===== config.mk =====
export PLATFORM = sky130hd
export DESIGN_NAME = mc_ctrl_fsm_flat
export DESIGN_NICKNAME = d
export VERILOG_FILES = /design/src/rtl/mc_ctrl_fsm_pkg.sv /design/src/rtl/mc_ctrl_fsm_if.sv /design/src/rtl/mc_ctrl_fsm_decode.sv /design/src/rtl/mc_ctrl_fsm.sv /design/src/flat_wrapper.sv
export SDC_FILE = /design/constraint.sdc
export NUM_CORES = 1
export LEC_CHECK = 0
export ABC_AREA = 1
export BUFFER_PORTS_ARGS = -buffer_cell sky130_fd_sc_hd__clkbuf_2
export CAP_MARGIN = 0
export CORE_ASPECT_RATIO = 1.2
export CORE_MARGIN = 2
export CORE_UTILIZATION = 38
export CTS_BUF_LIST = sky130_fd_sc_hd__clkbuf_8
export CTS_CLUSTER_DIAMETER = 40
export DETAILED_ROUTE_END_ITERATION = 6
export MAX_ROUTING_LAYER = met4
export PLACE_DENSITY_LB_ADDON = 0.25
export SKIP_LAST_GASP = 1
export SLEW_MARGIN = 20
export SYNTH_ARGS = -nofsm -noshare
export SYNTH_HDL_FRONTEND = slang
export SYNTH_SLANG_ARGS = --single-unit

===== constraint.sdc =====
create_clock -name clk -period 1.1 [get_ports clk]
set_input_delay 0.11 -clock clk [delete_from_list [all_inputs] [get_ports clk]]
set_output_delay 0.11 -clock clk [all_outputs]
set_load 0.02 [all_outputs]

===== src/rtl/mc_ctrl_fsm_pkg.sv =====
// KLP32 multi-cycle control: shared encodings.
// Opcodes, select codes, ALU ops, state and class enums.
package mc_ctrl_fsm_pkg;

  localparam logic [6:0] OPC_LUI    = 7'b0110111;
  localparam logic [6:0] OPC_AUIPC  = 7'b0010111;
  localparam logic [6:0] OPC_JAL    = 7'b1101111;
  localparam logic [6:0] OPC_JALR   = 7'b1100111;
  localparam logic [6:0] OPC_BRANCH = 7'b1100011;
  localparam logic [6:0] OPC_LOAD   = 7'b0000011;
  localparam logic [6:0] OPC_STORE  = 7'b0100011;
  localparam logic [6:0] OPC_OPIMM  = 7'b0010011;
  localparam logic [6:0] OPC_OP     = 7'b0110011;
  localparam logic [6:0] OPC_FENCE  = 7'b0001111;
  localparam logic [6:0] OPC_SYSTEM = 7'b1110011;

  localparam logic [2:0] IMM_I = 3'b000;
  localparam logic [2:0] IMM_S = 3'b001;
  localparam logic [2:0] IMM_B = 3'b010;
  localparam logic [2:0] IMM_U = 3'b011;
  localparam logic [2:0] IMM_J = 3'b100;

  localparam logic [3:0] ALU_ADD  = 4'd0;
  localparam logic [3:0] ALU_SUB  = 4'd1;
  localparam logic [3:0] ALU_SLL  = 4'd2;
  localparam logic [3:0] ALU_SLT  = 4'd3;
  localparam logic [3:0] ALU_SLTU = 4'd4;
  localparam logic [3:0] ALU_XOR  = 4'd5;
  localparam logic [3:0] ALU_SRL  = 4'd6;
  localparam logic [3:0] ALU_SRA  = 4'd7;
  localparam logic [3:0] ALU_OR   = 4'd8;
  localparam logic [3:0] ALU_AND  = 4'd9;

  localparam logic [1:0] PC_PLUS4 = 2'b00;
  localparam logic [1:0] PC_ALU   = 2'b01;
  localparam logic [1:0] PC_JALR  = 2'b10;

  localparam logic [1:0] WB_ALU = 2'b00;
  localparam logic [1:0] WB_MEM = 2'b01;
  localparam logic [1:0] WB_PC4 = 2'b10;

  localparam logic [1:0] A_RS1  = 2'b00;
  localparam logic [1:0] A_PC   = 2'b01;
  localparam logic [1:0] A_ZERO = 2'b10;

  localparam logic B_RS2 = 1'b0;
  localparam logic B_IMM = 1'b1;

  localparam logic [1:0] SIZE_WORD = 2'b10;

  typedef enum logic [2:0] {
    ST_BOOT,
    ST_FETCH,
    ST_DECODE,
    ST_EXEC,
    ST_MEM,
    ST_WB,
    ST_HALT
  } state_t;

  typedef enum logic [3:0] {
    CLS_ALU,
    CLS_JAL,
    CLS_JALR,
    CLS_BRANCH,
    CLS_LOAD,
    CLS_STORE,
    CLS_FENCE,
    CLS_SYSTEM,
    CLS_ILLEGAL
  } cls_t;

  typedef struct packed {
    cls_t       cls;
    logic [2:0] imm_sel;
    logic [3:0] alu_op;
    logic [1:0] alu_a_sel;
    logic       alu_b_sel;
    logic       legal;
  } dec_t;

  // funct7[5] only selects SUB for register ops, SRA for both
  function automatic logic [3:0] alu_op_of(
    input logic [2:0] f3,
    input logic       alt,
    input logic       is_reg
  );
    case (f3)
      3'b000:  return (alt && is_reg) ? ALU_SUB : ALU_ADD;
      3'b001:  return ALU_SLL;
      3'b010:  return ALU_SLT;
      3'b011:  return ALU_SLTU;
      3'b100:  return ALU_XOR;
      3'b101:  return alt ? ALU_SRA : ALU_SRL;
      3'b110:  return ALU_OR;
      default: return ALU_AND;
    endcase
  endfunction

endpackage


===== src/rtl/mc_ctrl_fsm_if.sv =====
// KLP32 unified memory port handshake.
// Controller is master; memory answers with mem_ready.
interface mc_ctrl_fsm_if;

  logic       mem_req;
  logic       mem_ready;
  logic       mem_we;
  logic [1:0] mem_size;
  logic       addr_sel;

  modport master (
    output mem_req,
    output mem_we,
    output mem_size,
    output addr_sel,
    input  mem_ready
  );

  modport slave (
    input  mem_req,
    input  mem_we,
    input  mem_size,
    input  addr_sel,
    output mem_ready
  );

endinterface


===== src/rtl/mc_ctrl_fsm_decode.sv =====
// KLP32 instruction class / select decoder.
// Purely combinational; fed from the instruction register.
module mc_ctrl_fsm_decode
  import mc_ctrl_fsm_pkg::*;
(
  input  logic [6:0] opcode,
  input  logic [2:0] funct3,
  input  logic       funct7_5,
  output dec_t       dec
);

  // opcode -> class, immediate format and ALU operand/op selects
  always_comb begin
    dec.cls       = CLS_ILLEGAL;
    dec.imm_sel   = IMM_I;
    dec.alu_op    = ALU_ADD;
    dec.alu_a_sel = A_RS1;
    dec.alu_b_sel = B_IMM;
    dec.legal     = 1'b1;
    unique case (1'b1)
      opcode == OPC_OP: begin
        dec.cls       = CLS_ALU;
        dec.alu_b_sel = B_RS2;
        dec.alu_op    = alu_op_of(funct3, funct7_5, 1'b1);
      end
      opcode == OPC_OPIMM: begin
        dec.cls    = CLS_ALU;
        dec.alu_op = alu_op_of(funct3, funct7_5, 1'b0);
      end
      opcode == OPC_LUI: begin
        dec.cls       = CLS_ALU;
        dec.imm_sel   = IMM_U;
        dec.alu_a_sel = A_ZERO;
      end
      opcode == OPC_AUIPC: begin
        dec.cls       = CLS_ALU;
        dec.imm_sel   = IMM_U;
        dec.alu_a_sel = A_PC;
      end
      opcode == OPC_JAL: begin
        dec.cls       = CLS_JAL;
        dec.imm_sel   = IMM_J;
        dec.alu_a_sel = A_PC;
      end
      opcode == OPC_JALR: begin
        dec.cls = CLS_JALR;
      end
      opcode == OPC_BRANCH: begin
        dec.cls       = CLS_BRANCH;
        dec.imm_sel   = IMM_B;
        dec.alu_a_sel = A_PC;
      end
      opcode == OPC_LOAD: begin
        dec.cls = CLS_LOAD;
      end
      opcode == OPC_STORE: begin
        dec.cls     = CLS_STORE;
        dec.imm_sel = IMM_S;
      end
      opcode == OPC_FENCE: begin
        dec.cls = CLS_FENCE;
      end
      opcode == OPC_SYSTEM: begin
        dec.cls = CLS_SYSTEM;
      end
      default: begin
        dec.legal = 1'b0;
      end
    endcase
  end

endmodule


===== src/rtl/mc_ctrl_fsm.sv =====
// KLP32 multi-cycle control FSM (fetch/decode/exec/mem/wb).
// Optional ILLEGAL_TRAP_EN: unknown opcodes halt instead of NOP.
module mc_ctrl_fsm
  import mc_ctrl_fsm_pkg::*;
#(
  parameter int IMM_SEL_W   = 3,
  parameter int MEM_TIMEOUT = 15,
  parameter int CNT_W       = 4
) (
  input  logic                 clk,
  input  logic                 rst_n,
  mc_ctrl_fsm_if.master        mem,
  input  logic [31:0]          instr,
  input  logic                 br_taken,
  output logic                 ir_we,
  output logic                 pc_we,
  output logic [1:0]           pc_sel,
  output logic [IMM_SEL_W-1:0] imm_sel,
  output logic [1:0]           alu_a_sel,
  output logic                 alu_b_sel,
  output logic [3:0]           alu_op,
  output logic                 reg_we,
  output logic [1:0]           wb_sel,
  output logic                 illegal,
  output logic                 bus_err,
  output logic                 halted
);

  state_t           state;
  logic [CNT_W-1:0] wait_cnt;
  logic             bus_err_q;
  dec_t             dec;
  logic             ready;
  logic             is_load;
  logic             is_store;
  logic             wd_expire;
  logic             req;
  logic             we;
  logic [1:0]       size;
  logic             asel;
  logic             unused_instr;

  mc_ctrl_fsm_decode u_decode (
    .opcode   (instr[6:0]),
    .funct3   (instr[14:12]),
    .funct7_5 (instr[30]),
    .dec      (dec)
  );

  assign unused_instr = ^{instr[31], instr[29:15], instr[11:7]};

  assign ready    = mem.mem_ready;
  assign is_load  = (dec.cls == CLS_LOAD);
  assign is_store = (dec.cls == CLS_STORE);

  // last permitted wait cycle; MEM_TIMEOUT of 0 never expires
  assign wd_expire = (MEM_TIMEOUT != 0) &&
                     (wait_cnt == CNT_W'(MEM_TIMEOUT - 1));

`ifdef ILLEGAL_TRAP_EN
  logic illegal_q;
  assign illegal = illegal_q;
`else
  assign illegal = 1'b0;
`endif

  assign bus_err = bus_err_q;
  assign halted  = (state == ST_HALT);

  assign mem.mem_req  = req;
  assign mem.mem_we   = we;
  assign mem.mem_size = size;
  assign mem.addr_sel = asel;

  // state register, memory watchdog and sticky error flags
  always_ff @(posedge clk or negedge rst_n) begin
    if (!rst_n) begin
      state     <= ST_BOOT;
      wait_cnt  <= '0;
      bus_err_q <= 1'b0;
`ifdef ILLEGAL_TRAP_EN
      illegal_q <= 1'b0;
`endif
    end else begin
      wait_cnt <= '0;
      unique case (state)
        ST_BOOT: state <= ST_FETCH;
        ST_FETCH: begin
          if (ready) begin
            state <= ST_DECODE;
          end else if (wd_expire) begin
            state     <= ST_HALT;
            bus_err_q <= 1'b1;
          end else begin
            wait_cnt <= wait_cnt + CNT_W'(1);
          end
        end
        ST_DECODE: begin
          if (dec.legal) begin
            state <= ST_EXEC;
          end else begin
`ifdef ILLEGAL_TRAP_EN
            state     <= ST_HALT;
            illegal_q <= 1'b1;
`else
            state <= ST_FETCH;
`endif
          end
        end
        ST_EXEC: begin
          unique case (dec.cls)
            CLS_BRANCH, CLS_FENCE: state <= ST_FETCH;
            CLS_LOAD, CLS_STORE:   state <= ST_MEM;
            CLS_SYSTEM:            state <= ST_HALT;
            default:               state <= ST_WB;
          endcase
        end
        ST_MEM: begin
          if (ready) begin
            state <= is_store ? ST_FETCH : ST_WB;
          end else if (wd_expire) begin
            state     <= ST_HALT;
            bus_err_q <= 1'b1;
          end else begin
            wait_cnt <= wait_cnt + CNT_W'(1);
          end
        end
        ST_WB:   state <= ST_FETCH;
        ST_HALT: state <= ST_HALT;
        default: state <= ST_BOOT;
      endcase
    end
  end

  // per-state strobes and selects; FETCH never looks at instr
  always_comb begin
    ir_we     = 1'b0;
    pc_we     = 1'b0;
    pc_sel    = PC_PLUS4;
    req       = 1'b0;
    asel      = 1'b0;
    we        = 1'b0;
    size      = 2'b00;
    imm_sel   = '0;
    alu_a_sel = A_RS1;
    alu_b_sel = B_RS2;
    alu_op    = ALU_ADD;
    reg_we    = 1'b0;
    wb_sel    = WB_ALU;
    if (state inside {ST_DECODE, ST_EXEC, ST_MEM, ST_WB}) begin
      imm_sel   = IMM_SEL_W'(dec.imm_sel);
      alu_a_sel = dec.alu_a_sel;
      alu_b_sel = dec.alu_b_sel;
      alu_op    = dec.alu_op;
      size      = (is_load || is_store) ? instr[13:12] : SIZE_WORD;
    end
    unique case (state)
      ST_FETCH: begin
        req   = 1'b1;
        size  = SIZE_WORD;
        ir_we = ready;
      end
      ST_DECODE: begin
`ifndef ILLEGAL_TRAP_EN
        pc_we = !dec.legal;
`endif
      end
      ST_EXEC: begin
        if (dec.cls == CLS_BRANCH) begin
          pc_we  = 1'b1;
          pc_sel = br_taken ? PC_ALU : PC_PLUS4;
        end else if (dec.cls == CLS_FENCE) begin
          pc_we = 1'b1;
        end
      end
      ST_MEM: begin
        req   = 1'b1;
        asel  = 1'b1;
        we    = is_store;
        pc_we = is_store && ready;
      end
      ST_WB: begin
        reg_we = 1'b1;
        pc_we  = 1'b1;
        if (dec.cls == CLS_JAL) begin
          pc_sel = PC_ALU;
          wb_sel = WB_PC4;
        end else if (dec.cls == CLS_JALR) begin
          pc_sel = PC_JALR;
          wb_sel = WB_PC4;
        end else if (is_load) begin
          wb_sel = WB_MEM;
        end
      end
      ST_HALT: size = SIZE_WORD;
      default: ;
    endcase
  end

endmodule


===== src/flat_wrapper.sv =====
// flat-port wrapper written by rule: the top's interface ports become plain ports
module mc_ctrl_fsm_flat import mc_ctrl_fsm_pkg::*;
#(
  parameter int IMM_SEL_W   = 3,
  parameter int MEM_TIMEOUT = 15,
  parameter int CNT_W       = 4
)
  (clk, rst_n, instr, br_taken, ir_we, pc_we, pc_sel, imm_sel, alu_a_sel, alu_b_sel, alu_op, reg_we, wb_sel, illegal, bus_err, halted, mem_mem_req, mem_mem_we, mem_mem_size, mem_addr_sel, mem_mem_ready);
  mc_ctrl_fsm_if mem_i ();
  input  logic clk;
  input  logic rst_n;
  input  logic [31:0] instr;
  input  logic br_taken;
  output logic ir_we;
  output logic pc_we;
  output logic [1:0] pc_sel;
  output logic [IMM_SEL_W-1:0] imm_sel;
  output logic [1:0] alu_a_sel;
  output logic alu_b_sel;
  output logic [3:0] alu_op;
  output logic reg_we;
  output logic [1:0] wb_sel;
  output logic illegal;
  output logic bus_err;
  output logic halted;
  output wire logic [$bits(mem_i.mem_req)-1:0] mem_mem_req;
  output wire logic [$bits(mem_i.mem_we)-1:0] mem_mem_we;
  output wire logic [$bits(mem_i.mem_size)-1:0] mem_mem_size;
  output wire logic [$bits(mem_i.addr_sel)-1:0] mem_addr_sel;
  input wire logic [$bits(mem_i.mem_ready)-1:0] mem_mem_ready;
  assign mem_mem_req = mem_i.mem_req;
  assign mem_mem_we = mem_i.mem_we;
  assign mem_mem_size = mem_i.mem_size;
  assign mem_addr_sel = mem_i.addr_sel;
  assign mem_i.mem_ready = mem_mem_ready;
  mc_ctrl_fsm #(.IMM_SEL_W(IMM_SEL_W), .MEM_TIMEOUT(MEM_TIMEOUT), .CNT_W(CNT_W)) u_core (.clk(clk), .rst_n(rst_n), .mem(mem_i), .instr(instr), .br_taken(br_taken), .ir_we(ir_we), .pc_we(pc_we), .pc_sel(pc_sel), .imm_sel(imm_sel), .alu_a_sel(alu_a_sel), .alu_b_sel(alu_b_sel), .alu_op(alu_op), .reg_we(reg_we), .wb_sel(wb_sel), .illegal(illegal), .bus_err(bus_err), .halted(halted));
endmodule

After elaboration in Yosys (flattened, before gate mapping)
Index checks and enable logic that the tools add are counted.
- reductions and logical operators: 16
- bitwise gates (word level): 1
- multiplexer cells: 44
- equal/unequal tests: 31
- divide/modulo/power cells: 0
- $lt $le $gt $ge: 0
- shifts and indexed selects: 0
- $mul: 0
- add/sub/neg operators: 1
- operator list (operator ; number):
    $pmux W4 S7 ; 2
    $pmux W4 S8 ; 1
    $eq A7 B7 Y1 const B ; 4
    $mux W2 ; 11
    $eq A7 B6 Y1 const B ; 3
    $eq A3 B3 Y1 const B ; 6
    $pmux W3 S6 ; 1
    $eq A4 B3 Y1 const B ; 4
    $mux W4 ; 4
    $mux W3 ; 5
    $eq A7 B5 Y1 const B ; 2
    $mux W1 ; 14
    $eq A3 B2 Y1 const B ; 4
    $pmux W3 S4 ; 1
    $reduce_or A2 Y1 ; 6
    $reduce_or A11 Y1 ; 1
    $pmux W3 S3 ; 1
    $eq A4 B2 Y1 const B ; 2
    $pmux W2 S2 ; 2
    $pmux W4 S2 ; 1
    $eq A7 B2 Y1 const B ; 1
    $eq A7 B4 Y1 const B ; 1
    $eq A3 B1 Y1 const B ; 2
    $logic_not A3 Y1 ; 2
    other kinds (12) ; 12
- output and inout port bits: 25
- register bits: 8
- bits in writable memories: 0
- bits of input ports: 36
- memories: 0
- bits in latches: 0
- memory bits (read-only): 0
- logic and storage cells: 96

Depth between registers and ports, before layout
Gate-level depths: netlist of run 1.
- depth after elaboration: 8
- mapped depth: 10
- mapped depth without buffers: 10

Modules after synthesis
From an unflattened synthesis of run 1, not the netlist that was laid out.
- cell total of the unflattened synthesis: 191
- area total of the unflattened synthesis: 1048.5 um^2
- modules (own cells, without submodules) (module ; seq. area each (um^2) ; cells an instance ; area an instance (um^2) ; times used):
    mc_ctrl_fsm ; 200.2 ; 120 ; 726.9 ; 1
    mc_ctrl_fsm_decode ; 0.0 ; 71 ; 321.6 ; 1

Least setup slack after synthesis of run 1
No wires, ideal clock.
- path kind: register to output
- start point: register u_core.state[1]
- end point: output wb_sel[0]
- data arrival time: 1.564 ns
- slack: -0.574 ns
- stages on the path, launching flop included: 6
- cells stage by stage: dfrtp_1 > inv_2 > nand2_2 > nor2_1 > inv_1 > nor3_1
- longest elaborated chain between the ends: 2
- ends and longest elaborated chain (item ; RTL line ; text):
    from (decl) ; mc_ctrl_fsm.sv:29 ; state_t state;
    from (signal assigned) ; mc_ctrl_fsm.sv:120 ; state <= is_store ? ST_FETCH : ST_WB;
    $eq A3 B3 Y1 ; mc_ctrl_fsm.sv:157 ; unique case (state)
    $mux W2 ; mc_ctrl_fsm.sv:157 ;
    to (decl) ; flat_wrapper.sv:22 ; output logic [1:0] wb_sel;
No other way between the ends.

Final worst setup path of run 1
- start point: register u_core.state[1]
- end point: output alu_op[2]
- longest elaborated chain between the ends: 3
- ends and longest elaborated chain (item ; RTL line ; text):
    $eq A3 B2 Y1 / $eq A3 B3 Y1 (equally long branches) ; mc_ctrl_fsm.sv:150 ; if (state inside {ST_DECODE, ST_EXEC, ST_MEM, ST_WB}) begin
    $reduce_bool A4 Y1 * ; mc_ctrl_fsm.sv:150 ;
    $mux W4 * ; mc_ctrl_fsm.sv:150 ;
    to (decl) ; flat_wrapper.sv:20 ; output logic [3:0] alu_op;
Mark *: on every way between the ends. The rest lies on a longest branch, timed or not.

==> results of run 1 <==
metal layers:
| metal | part of all wire, % | wire length [um] | track usage (%) |
|---|---|---|---|
| met2 | 54 | 2436 | 52.32 |
| met5 | 0 | 0 | - |
| met4 | 5.1 | 229 | 17.14 |
| met3 | 5.4 | 244 | 2.577 |
| met1 | 35 | 1592 | 25.65 |
cell usage in the layout (no fill, tap or decap), types with 6 or more instances in the layout:
cell type / instances
nand3_1: 10
inv_1: 27
buf_6: 12
clkbuf_2: 15
buf_8: 11
nor2_4: 6
nor2_2: 6
nor2_1: 18
nand2_1: 30
inv_2: 7
dfrtp_1: 6
clkbuf_8: 12
nand2_2: 7
buf_4: 36
metrics by stage:
step                hold WS, ns  util [%]
floorplan               -0.1856         -
global route             0.2543     90.07
detailed placement     -0.02877     68.58
CTS                      0.1622     82.96
finish                   0.2473     90.07
global placement       -0.03492     68.58
path summary, 6_finish.rpt:
path,to,cells past startpoint,startpoint
hold / removal,u_core.wait_cnt[0],2,rst_n
max in group asynchronous,u_core.state[2],2,rst_n
hold reg to reg,u_core.bus_err,2,u_core.bus_err
min in group clk,u_core.state[0],3,mem_mem_ready
setup reg to reg,u_core.state[1],12,u_core.state[1]
setup / recovery,alu_op[2],6,u_core.state[1]
what timing repair did:
item | CTS | global route
pin swaps | 7 | 14
resized for setup | 56 | 49
setup endpoints to repair | 31 | 31
setup buffers | 5 | 5
hold endpoints to repair | 8 | 0
hold buffers | 1 | 0
cells by family (layout without fill, tap and decap cells):
| family | Yosys count | after routing | synth area share, % |
|---|---|---|---|
| AO/OA/AOI/OAI | 13 | 13 | 7.651 |
| XOR/XNOR | 2 | 2 | 1.880 |
| adder cells (fa/ha/maj) | 2 | 2 | 2.684 |
| buffers and inverters | 38 | 126 | 15.70 |
| flip-flops | 8 | 8 | 21.48 |
| other | 1 | 1 | 0.4023 |
| AND/OR/NAND/NOR | 99 | 99 | 50.20 |
cell type report:
class / instances / area, um2 / area share, %
clock buffer: 3 / 41.29 / 1.988
clock inverter: 1 / 3.754 / 0.1807
inverter: 37 / 148.9 / 7.169
multi-input combinational: 117 / 842.1 / 40.54
sequential: 8 / 202.7 / 9.759
tap: 31 / 38.79 / 1.867
timing repair buffer: 85 / 799.5 / 38.49
state kept, by name, indices dropped and copies added, names as in the netlist:
register,flops
u_core.bus_err,1
u_core.state,3
u_core.wait_cnt,4
worst max-delay path: cells and delay by family, from the launching register on:
| kind | cells | cell delay (ns) |
|---|---|---|
| and+or+nand+nor | 4 | 0.70 |
| DFF | 1 | 0.37 |
| buffers and inverters | 2 | 0.25 |
where the power goes:
| group | switching [mW] | internal (mW) |
|---|---|---|
| Clock | 0.152 | 0.245 |
| Sequential | 0.0817 | 0.375 |
| Combinational | 1.45 | 1.17 |
==> qor.yml, run 1 <==
timing:
  drv_slew: 0
  min_period_ns: 1.682
  setup_slack_ns: -0.5822
  hold_violations: 0
  period_share_pct: 152.9
  finalSetupViolations: 31
  fin_tns_setup_ns: -14.56
  clock.fmax_ghz: 0.5944
  fin_skew_ns: 0.003892
  rsz0062_at_grt: "true"
placement:
  place_hpwl_um: 2495
  io_buffers: 38
  pre_cts_ws_ns: -0.3308
  place_area_um2: 1582
  placedCellCount: 270
  gp_congestion: 0.8946
worst_setup_path:
  slowest_delay_ns: 0.37
  crit_type: "flop to output port"
  crit_required_ns: 0.99
  cpMaxStageDelayCell: "dfrtp_1"
  critPathMaxFanout: 7
  cp.arrival_ns: 1.57
  start_kind: "flop"
  cp_common_cell: "nor3_4"
  path_cells: "inv_2, nor3_4, nand3b_4, nand2_8, nor3_4, clkbuf_8"
  end_kind: "output port"
  r2r_slack_ns: -0.52
outcome:
  violations: "negative setup slack"
  outcome: "complete, but fails checks"
yosys:
  syn_area_per_cell_um2: 5.719
  ys_types: 26
  synth_seq_cells: 8
  synth_area_leader_cell: "dfrtp_1"
  synth_flop_cell: "dfrtp_1"
  netlist_top_cells_count: "nand2_1, inv_1, nor2_1"
  yosys.area.top_type_share_pct: 21.48
  synth.area.top_cells: "dfrtp_1, nand2_1, inv_1, nor2_1, nand3_1"
  yosysMostFrequentCell: "nand2_1"
  netlist_area_um2: 932.1
  postSynthCellCount: 163
  syn-num-nets: 201
  async_flop_share_pct: 100.0
  ys_warn_count: 0
  yosysSeqAreaShare_pct: 21.48
  synth_edf_count: 0
drt:
  via_per_inst: 5.202
  first_pass_iters: 4
  wl_um: 4503
  postRouteAntennaNets: 0
  drcViolationCount: 0
  routed-via-count: 1467
  drtIter0Drc: 62
  wl_per_cell_um: 15.97
global_route:
  grt_pass1_vias: 1393
  overflow: 0
  antenna_found_initial: 0
  grt_start_max_net_pins: 9
  grt_pass1_wl_um: 5754
  grt_usage_pct: 27.22
power_and_ir_drop:
  powerDensity_nw_per_um2: 1673
  ir_drop_v: 0.001445
  finalPower_mw: 3.475
  leakage_nw: 1.075
clock_network:
  clk_pin_slew_worst_paths_ns: 0.05
  htreeDepth: 1
  numCtsBuffers: 3
  tritoncts: "built"
  clockBufferDepth: 2
  cts-root-buf: "clkbuf_8"
  clk_latency_ns: 0.24
  clock-sinks: 8
cells_and_area:
  fin_nets: 290
  area_growth_syn_to_layout_pct: 122.8
  n_antenna_cell: 0
  stdcell_area_um2: 2077
  fin_cells: 282
  drive_above_1_share_pct: 56.18
  fillers: 91
floorplanning:
  rows: 19
  die_area_um2: 2867
  io_pins: 61
  coreArea_um2: 2306
  dieHeight_um: 58.26
  die_w_um: 49.21
  start_util_pct: 40.42
job:
  drv_cap: 0
hold_path:
  hold_class: "primary input to async pin"
No activity file was read; power rests on OpenSTA's default activity.
==> inputs of run 2 (changes only) <==
--- a/config.mk
+++ b/config.mk
@@ -14,10 +14,12 @@
 export CTS_BUF_LIST = sky130_fd_sc_hd__clkbuf_8
 export CTS_CLUSTER_DIAMETER = 40
 export DETAILED_ROUTE_END_ITERATION = 6
+export GPL_ROUTABILITY_DRIVEN = 0
 export MAX_ROUTING_LAYER = met4
 export PLACE_DENSITY_LB_ADDON = 0.25
 export SKIP_LAST_GASP = 1
 export SLEW_MARGIN = 20
 export SYNTH_ARGS = -nofsm -noshare
 export SYNTH_HDL_FRONTEND = slang
+export SYNTH_HIERARCHICAL = 1
 export SYNTH_SLANG_ARGS = --single-unit
==> run 2 against run 1 <==
Effect of this change: the flow now stops in 5_1_grt; area after synthesis increased by 12%; synthesized cell count increased by 17%.
==> qor.yml, run 2 <==
yosys:
  synth_top_family_by_area: "simple AND/OR/NAND/NOR gates"
  syn_area_per_cell_um2: 5.490  # -4.0%
  synth_area_leader_cell: "dfrtp_1"
  yosysMostFrequentCell: "nor2_1"
  synth_seq_cells: 8  # unchanged
  yosys.area_share.simple_pct: 52.86  # +2.7 points
  synth_compound_area_share_pct: 8.234  # +0.58 points
  async_flop_share_pct: 100.0  # unchanged
  ys_types: 24  # -7.7%
  synthAdderAreaFrac_pct: 2.387  # -0.30 points
  syn-num-nets: 229  # +14%
  yosys.area.top_type_share_pct: 19.09  # -2.4 points
  postSynthCellCount: 191  # +17%
  synth_flop_cell: "dfrtp_1"
  netlist_top_cells_count: "nor2_1, nand2_1, inv_1"
  synth_edf_count: 0  # unchanged
  netlist_area_um2: 1049  # +12%
  ys_warn_count: 6  # +6
  synth.area.top_cells: "dfrtp_1, nor2_1, nand2_1, inv_1, nand3_1"
  synth_mux_area_share_pct: 0  # unchanged
  yosysSeqAreaShare_pct: 19.09  # -2.4 points
  synth_xor_area_share_pct: 1.671  # -0.21 points
timing:
  worst_endpoint: "pc_we"
  worst-ep-kind: "top-level output"
clock_network:
  clock-sinks: 8  # unchanged
  numCtsBuffers: 3  # unchanged
  clockBufferDepth: 2  # unchanged
  htreeDepth: 1  # unchanged
  cts-root-buf: "clkbuf_8"
global_route:
  grt_usage_pct: 55.19
  grt_start_max_net_pins: 9
  overflow: 17
outcome:
  outcome: "did not finish"
  haltStage: "5_1_grt"
  error_message: "[ERROR GRT-0232] Routing congestion too high. Check the congestion heatmap in the GUI."
placement:
  placedCellCount: 299  # +11%
  io_buffers: 38  # unchanged
  place_hpwl_um: 2573  # +3.1%
floorplanning:
  dieHeight_um: 61.54  # +5.6%
  start_util_pct: 40.68  # +0.26 points
  io_pins: 61  # unchanged
  die_w_um: 51.95  # +5.6%
  rows: 20  # +1
run 2: cell types whose count changed after synthesis, moves of 2 or more:
| cell | change |
|---|---|
| nor3_2 | -2 |
| nor2_1 | +14 |
| nor3_1 | -2 |
| nand3_2 | +4 |
| nand3_1 | +5 |
| nand2_1 | +3 |
| o211ai_1 | +2 |
| inv_2 | +2 |
| o21ai_0 | +2 |
run 2: metrics by stage:
step	setup slack [ns]	instance area (um2)	hold WS (ns)
3_3_place_gp	-0.5539	1779	-0.03958
4_1_cts	-0.4040	2265	0.2421
2_1_floorplan	-0.2618	1249	-0.1856
3_5_place_dp	-0.5516	1779	-0.03629
run 2: kinds of logic after synthesis:
kind of cell / after synthesis
and+or+nand+nor: 122
DFF: 8
AOI/OAI and AO/OA: 15
other: 1
adders and majority gates: 2
xor gates and xnor gates: 2
buffers and inverters: 41
run 2: what timing repair did:
action,CTS
setup buffers,10
pin swaps,19
endpoints found under the setup margin,31
gates resized for setup,96
hold buffers,1
hold endpoints to repair,8
run 2: per-layer routing:
metal | GRT overflow | global-route usage, %
met3 | 0 | 21.60
met4 | 6 | 60.15
met1 | 0 | 52.14
met5 | - | -
met2 | 11 | 81.56
==> inputs of run 3 (changes only) <==
--- a/config.mk
+++ b/config.mk
@@ -8,15 +8,11 @@
 export ABC_AREA = 1
 export BUFFER_PORTS_ARGS = -buffer_cell sky130_fd_sc_hd__clkbuf_2
 export CAP_MARGIN = 0
-export CORE_ASPECT_RATIO = 1.2
 export CORE_MARGIN = 2
-export CORE_UTILIZATION = 38
-export CTS_BUF_LIST = sky130_fd_sc_hd__clkbuf_8
-export CTS_CLUSTER_DIAMETER = 40
+export CORE_UTILIZATION = 23
 export DETAILED_ROUTE_END_ITERATION = 6
 export GPL_ROUTABILITY_DRIVEN = 0
-export MAX_ROUTING_LAYER = met4
-export PLACE_DENSITY_LB_ADDON = 0.25
+export PLACE_DENSITY_LB_ADDON = 0.15
 export SKIP_LAST_GASP = 1
 export SLEW_MARGIN = 20
 export SYNTH_ARGS = -nofsm -noshare
==> constraint.sdc (replaced) <==
create_clock -name clk -period 1.43 [get_ports clk]
set_input_delay 0.143 -clock clk [delete_from_list [all_inputs] [get_ports clk]]
set_output_delay 0.143 -clock clk [all_outputs]
set_load 0.02 [all_outputs]
==> run 3 against run 2 <==
Effect of this change: the flow now finishes, with violations (negative setup slack); area after synthesis unchanged; synthesized cell count stayed put.
==> qor.yml, run 3 <==
outcome:
  outcome: "complete, but fails checks"
  violations: "negative setup slack"
global_route:
  grt_pass1_vias: 1210
  antenna_found_initial: 0
  grt_usage_pct: 12.02
  grt_start_max_net_pins: 12
  overflow: 0
  grt_pass1_wl_um: 5119
cells_and_area:
  final_common_cell: "buf_4"
  stdcell_area_um2: 2077
  largest_reg_flops: 4
  area_growth_syn_to_layout_pct: 98.09
  n_antenna_cell: 0
  drive_above_1_share_pct: 54.51
  fin_nets: 306
  regMostFlops: "u_core/wait_cnt"
  final_cell_mix: "buf_4, inv_1, nand2_1"
worst_setup_path:
  crit_family: "flip-flops"
  start_kind: "flop"
  r2r_slack_ns: 0.17
  end_kind: "output port"
  path_cells: "nand2_1, nor2_1, nand2_1, o22ai_1, buf_4"
  timing.rr.end: "u_core/wait_cnt[0]"
  critPathBufInv: 1
  crit_required_ns: 1.29
  slowest_delay_ns: 0.47
  crit_type: "flop to output port"
  cp_common_cell: "nand2_1"
  cpMaxStageDelayCell: "dfrtp_1"
  timing.rr.start: "u_core/state[1]"
  cp.arrival_ns: 1.45
  rr_worst_depth: 7
  critPathMaxFanout: 5
yosys:
  ys_types: 24  # unchanged
  async_flop_share_pct: 100.0  # unchanged
  synth_flop_cell: "dfrtp_1"
  syn-num-nets: 229  # unchanged
  netlist_top_cells_count: "nor2_1, nand2_1, inv_1"
  netlist_area_um2: 1049  # unchanged
  synth_area_leader_cell: "dfrtp_1"
  synth.area.top_cells: "dfrtp_1, nor2_1, nand2_1, inv_1, nand3_1"
  postSynthCellCount: 191  # unchanged
  synth_edf_count: 0  # unchanged
  yosys.area.top_type_share_pct: 19.09  # unchanged
  yosysSeqAreaShare_pct: 19.09  # unchanged
  yosysMostFrequentCell: "nor2_1"
  synth_seq_cells: 8  # unchanged
  ys_warn_count: 6  # unchanged
  syn_area_per_cell_um2: 5.490  # unchanged
power_and_ir_drop:
  ir_drop_v: 0.0003972
  power_frac_seq_pct: 19.2
  clockPowerShare_pct: 13.7
  finalPower_mw: 1.902
  leakage_nw: 1.034
  powerDensity_nw_per_um2: 915.8
  p_sw_mw: 0.9345
  switching_share_pct: 49.13
  intPower_mw: 0.9677
  share_comb_of_total_power_pct: 67.1
drt:
  first_pass_iters: 4
  postRouteAntennaNets: 0
  routed-via-count: 1429
  wl_um: 3355
  via_per_inst: 4.494
  wl_per_cell_um: 10.55
  drcViolationCount: 0
  drtIter0Drc: 23
clock_network:
  clk_latency_ns: 0.22
  numCtsBuffers: 3  # unchanged
  clock-sinks: 8  # unchanged
  clockBufferDepth: 2  # unchanged
  cts-root-buf: "clkbuf_8"
  clk_pin_slew_worst_paths_ns: 0.04
  tritoncts: "built"
  htreeDepth: 1  # unchanged
placement:
  pre_cts_ws_ns: -0.2994  # +0.2522 ns
  io_buffers: 38  # unchanged
  place_hpwl_um: 2546  # -1.0%
  place_area_um2: 1564  # -12%
hold_path:
  worstHoldPathCells: 4
  hold_class: "primary input to flop"
  hold_end: "u_core/state[2]"
  hp-start: "mem_mem_ready"
timing:
  min_period_ns: 1.596
  setup_slack_ns: -0.1660
  drv_slew: 0
  finalSetupViolations: 8
  rsz0062_at_grt: "true"
  period_share_pct: 111.6
  fin_skew_ns: 0.001247
  clock.fmax_ghz: 0.6266
  hold_slack_ns: 0.2881
  hold_violations: 0
  fin_tns_setup_ns: -0.8012
floorplanning:
  io_pins: 61  # unchanged
  coreArea_um2: 4384
  dieHeight_um: 71.52  # +16%
  start_util_pct: 23.92  # -17 points
  die_area_um2: 5115
  rows: 24  # +20%
  die_w_um: 71.52  # +38%
job:
  drv_cap: 0
==> run 3: cell counts after synthesis <==
No cell type changed its count.
==> run 3: worst max-delay path by stage <==
| stage | to | cells after the start | start |
|---|---|---|---|
| after floorplan | pc_we | 11 | instr[2] |
| final | pc_sel[0] | 5 | u_core/state[0] |
| after global placement | mem_mem_size[1] | 11 | instr[4] |
| after detailed placement | mem_mem_size[1] | 11 | instr[3] |
| after CTS | wb_sel[0] | 10 | instr[1] |
| after global routing | pc_we | 13 | instr[2] |
==> run 3: kinds of logic (layout without fill, tap and decap cells) <==
kind of cell	Yosys count	after routing	share of synthesized area (%)
other	1	1	0.3577
adder cells (fa/ha/maj)	2	2	2.386
XOR/XNOR	2	2	1.671
buffers and inverters	41	116	15.39
flip-flops	8	8	19.09
AND/OR/NAND/NOR	122	122	52.86
AO/OA/AOI/OAI	15	15	8.235
==> run 3: repair_timing <==
| item | CTS | global route |
|---|---|---|
| hold buffers | 1 | 0 |
| pin swaps | 8 | 21 |
| setup buffers | 5 | 5 |
| hold endpoints to repair | 8 | 0 |
| cloned | 0 | 0 |
| gates resized for setup | 44 | 89 |
| endpoints found under the setup margin | 19 | 24 |
==> run 3: area by class of cell <==
class / instances / area (um2)
fillers: 463 / 2307
clock buffers: 3 / 41.29
flip-flops and latches: 8 / 201.4
multi-input cells: 142 / 982.2
inverters: 39 / 168.9
repair buffers: 74 / 618.1
well taps: 52 / 65.06
==> run 3: metal layers <==
| layer | share of wire (%) | wire [um] | global-route usage (%) | vias to the layer above |
|---|---|---|---|---|
| met3 | 2.9 | 96 | 1.266 | 2 |
| met1 | 47 | 1575 | 17.43 | 661 |
| li1 | - | - | - | 748 |
| met4 | 0.45 | 15 | 1.887 | 0 |
| met2 | 50 | 1667 | 19.65 | 18 |
| met5 | 0 | 0 | 0 | - |
==> run 3: power groups by stage <==
| stage | clock (mW) | sequential, mW | combinational, mW |
|---|---|---|---|
| after floorplan | 0 | 0.340 | 0.640 |
| after global placement | 0 | 0.351 | 0.927 |
| after detailed placement | 0 | 0.347 | 0.924 |
| after CTS | 0.269 | 0.349 | 1.06 |
| after global routing | 0.277 | 0.370 | 1.40 |
| final | 0.261 | 0.364 | 1.28 |
==> run 3: stage by stage <==
stage | util [%] | instances
6_report | 47.37 | 318
5_1_grt | 47.37 | 318
4_1_cts | 41.21 | 315
3_5_place_dp | 35.67 | 306
3_3_place_gp | 35.67 | 306
2_1_floorplan | - | 191
==> run 3: worst register-to-register path: stages, from the launching register on <==
cell      delay [ns]
dfrtp_1         0.42
inv_2           0.10
buf_4           0.14
nand3_4         0.10
nand2_2         0.10
buf_4           0.12
nand3b_2        0.11
nor2_1          0.11
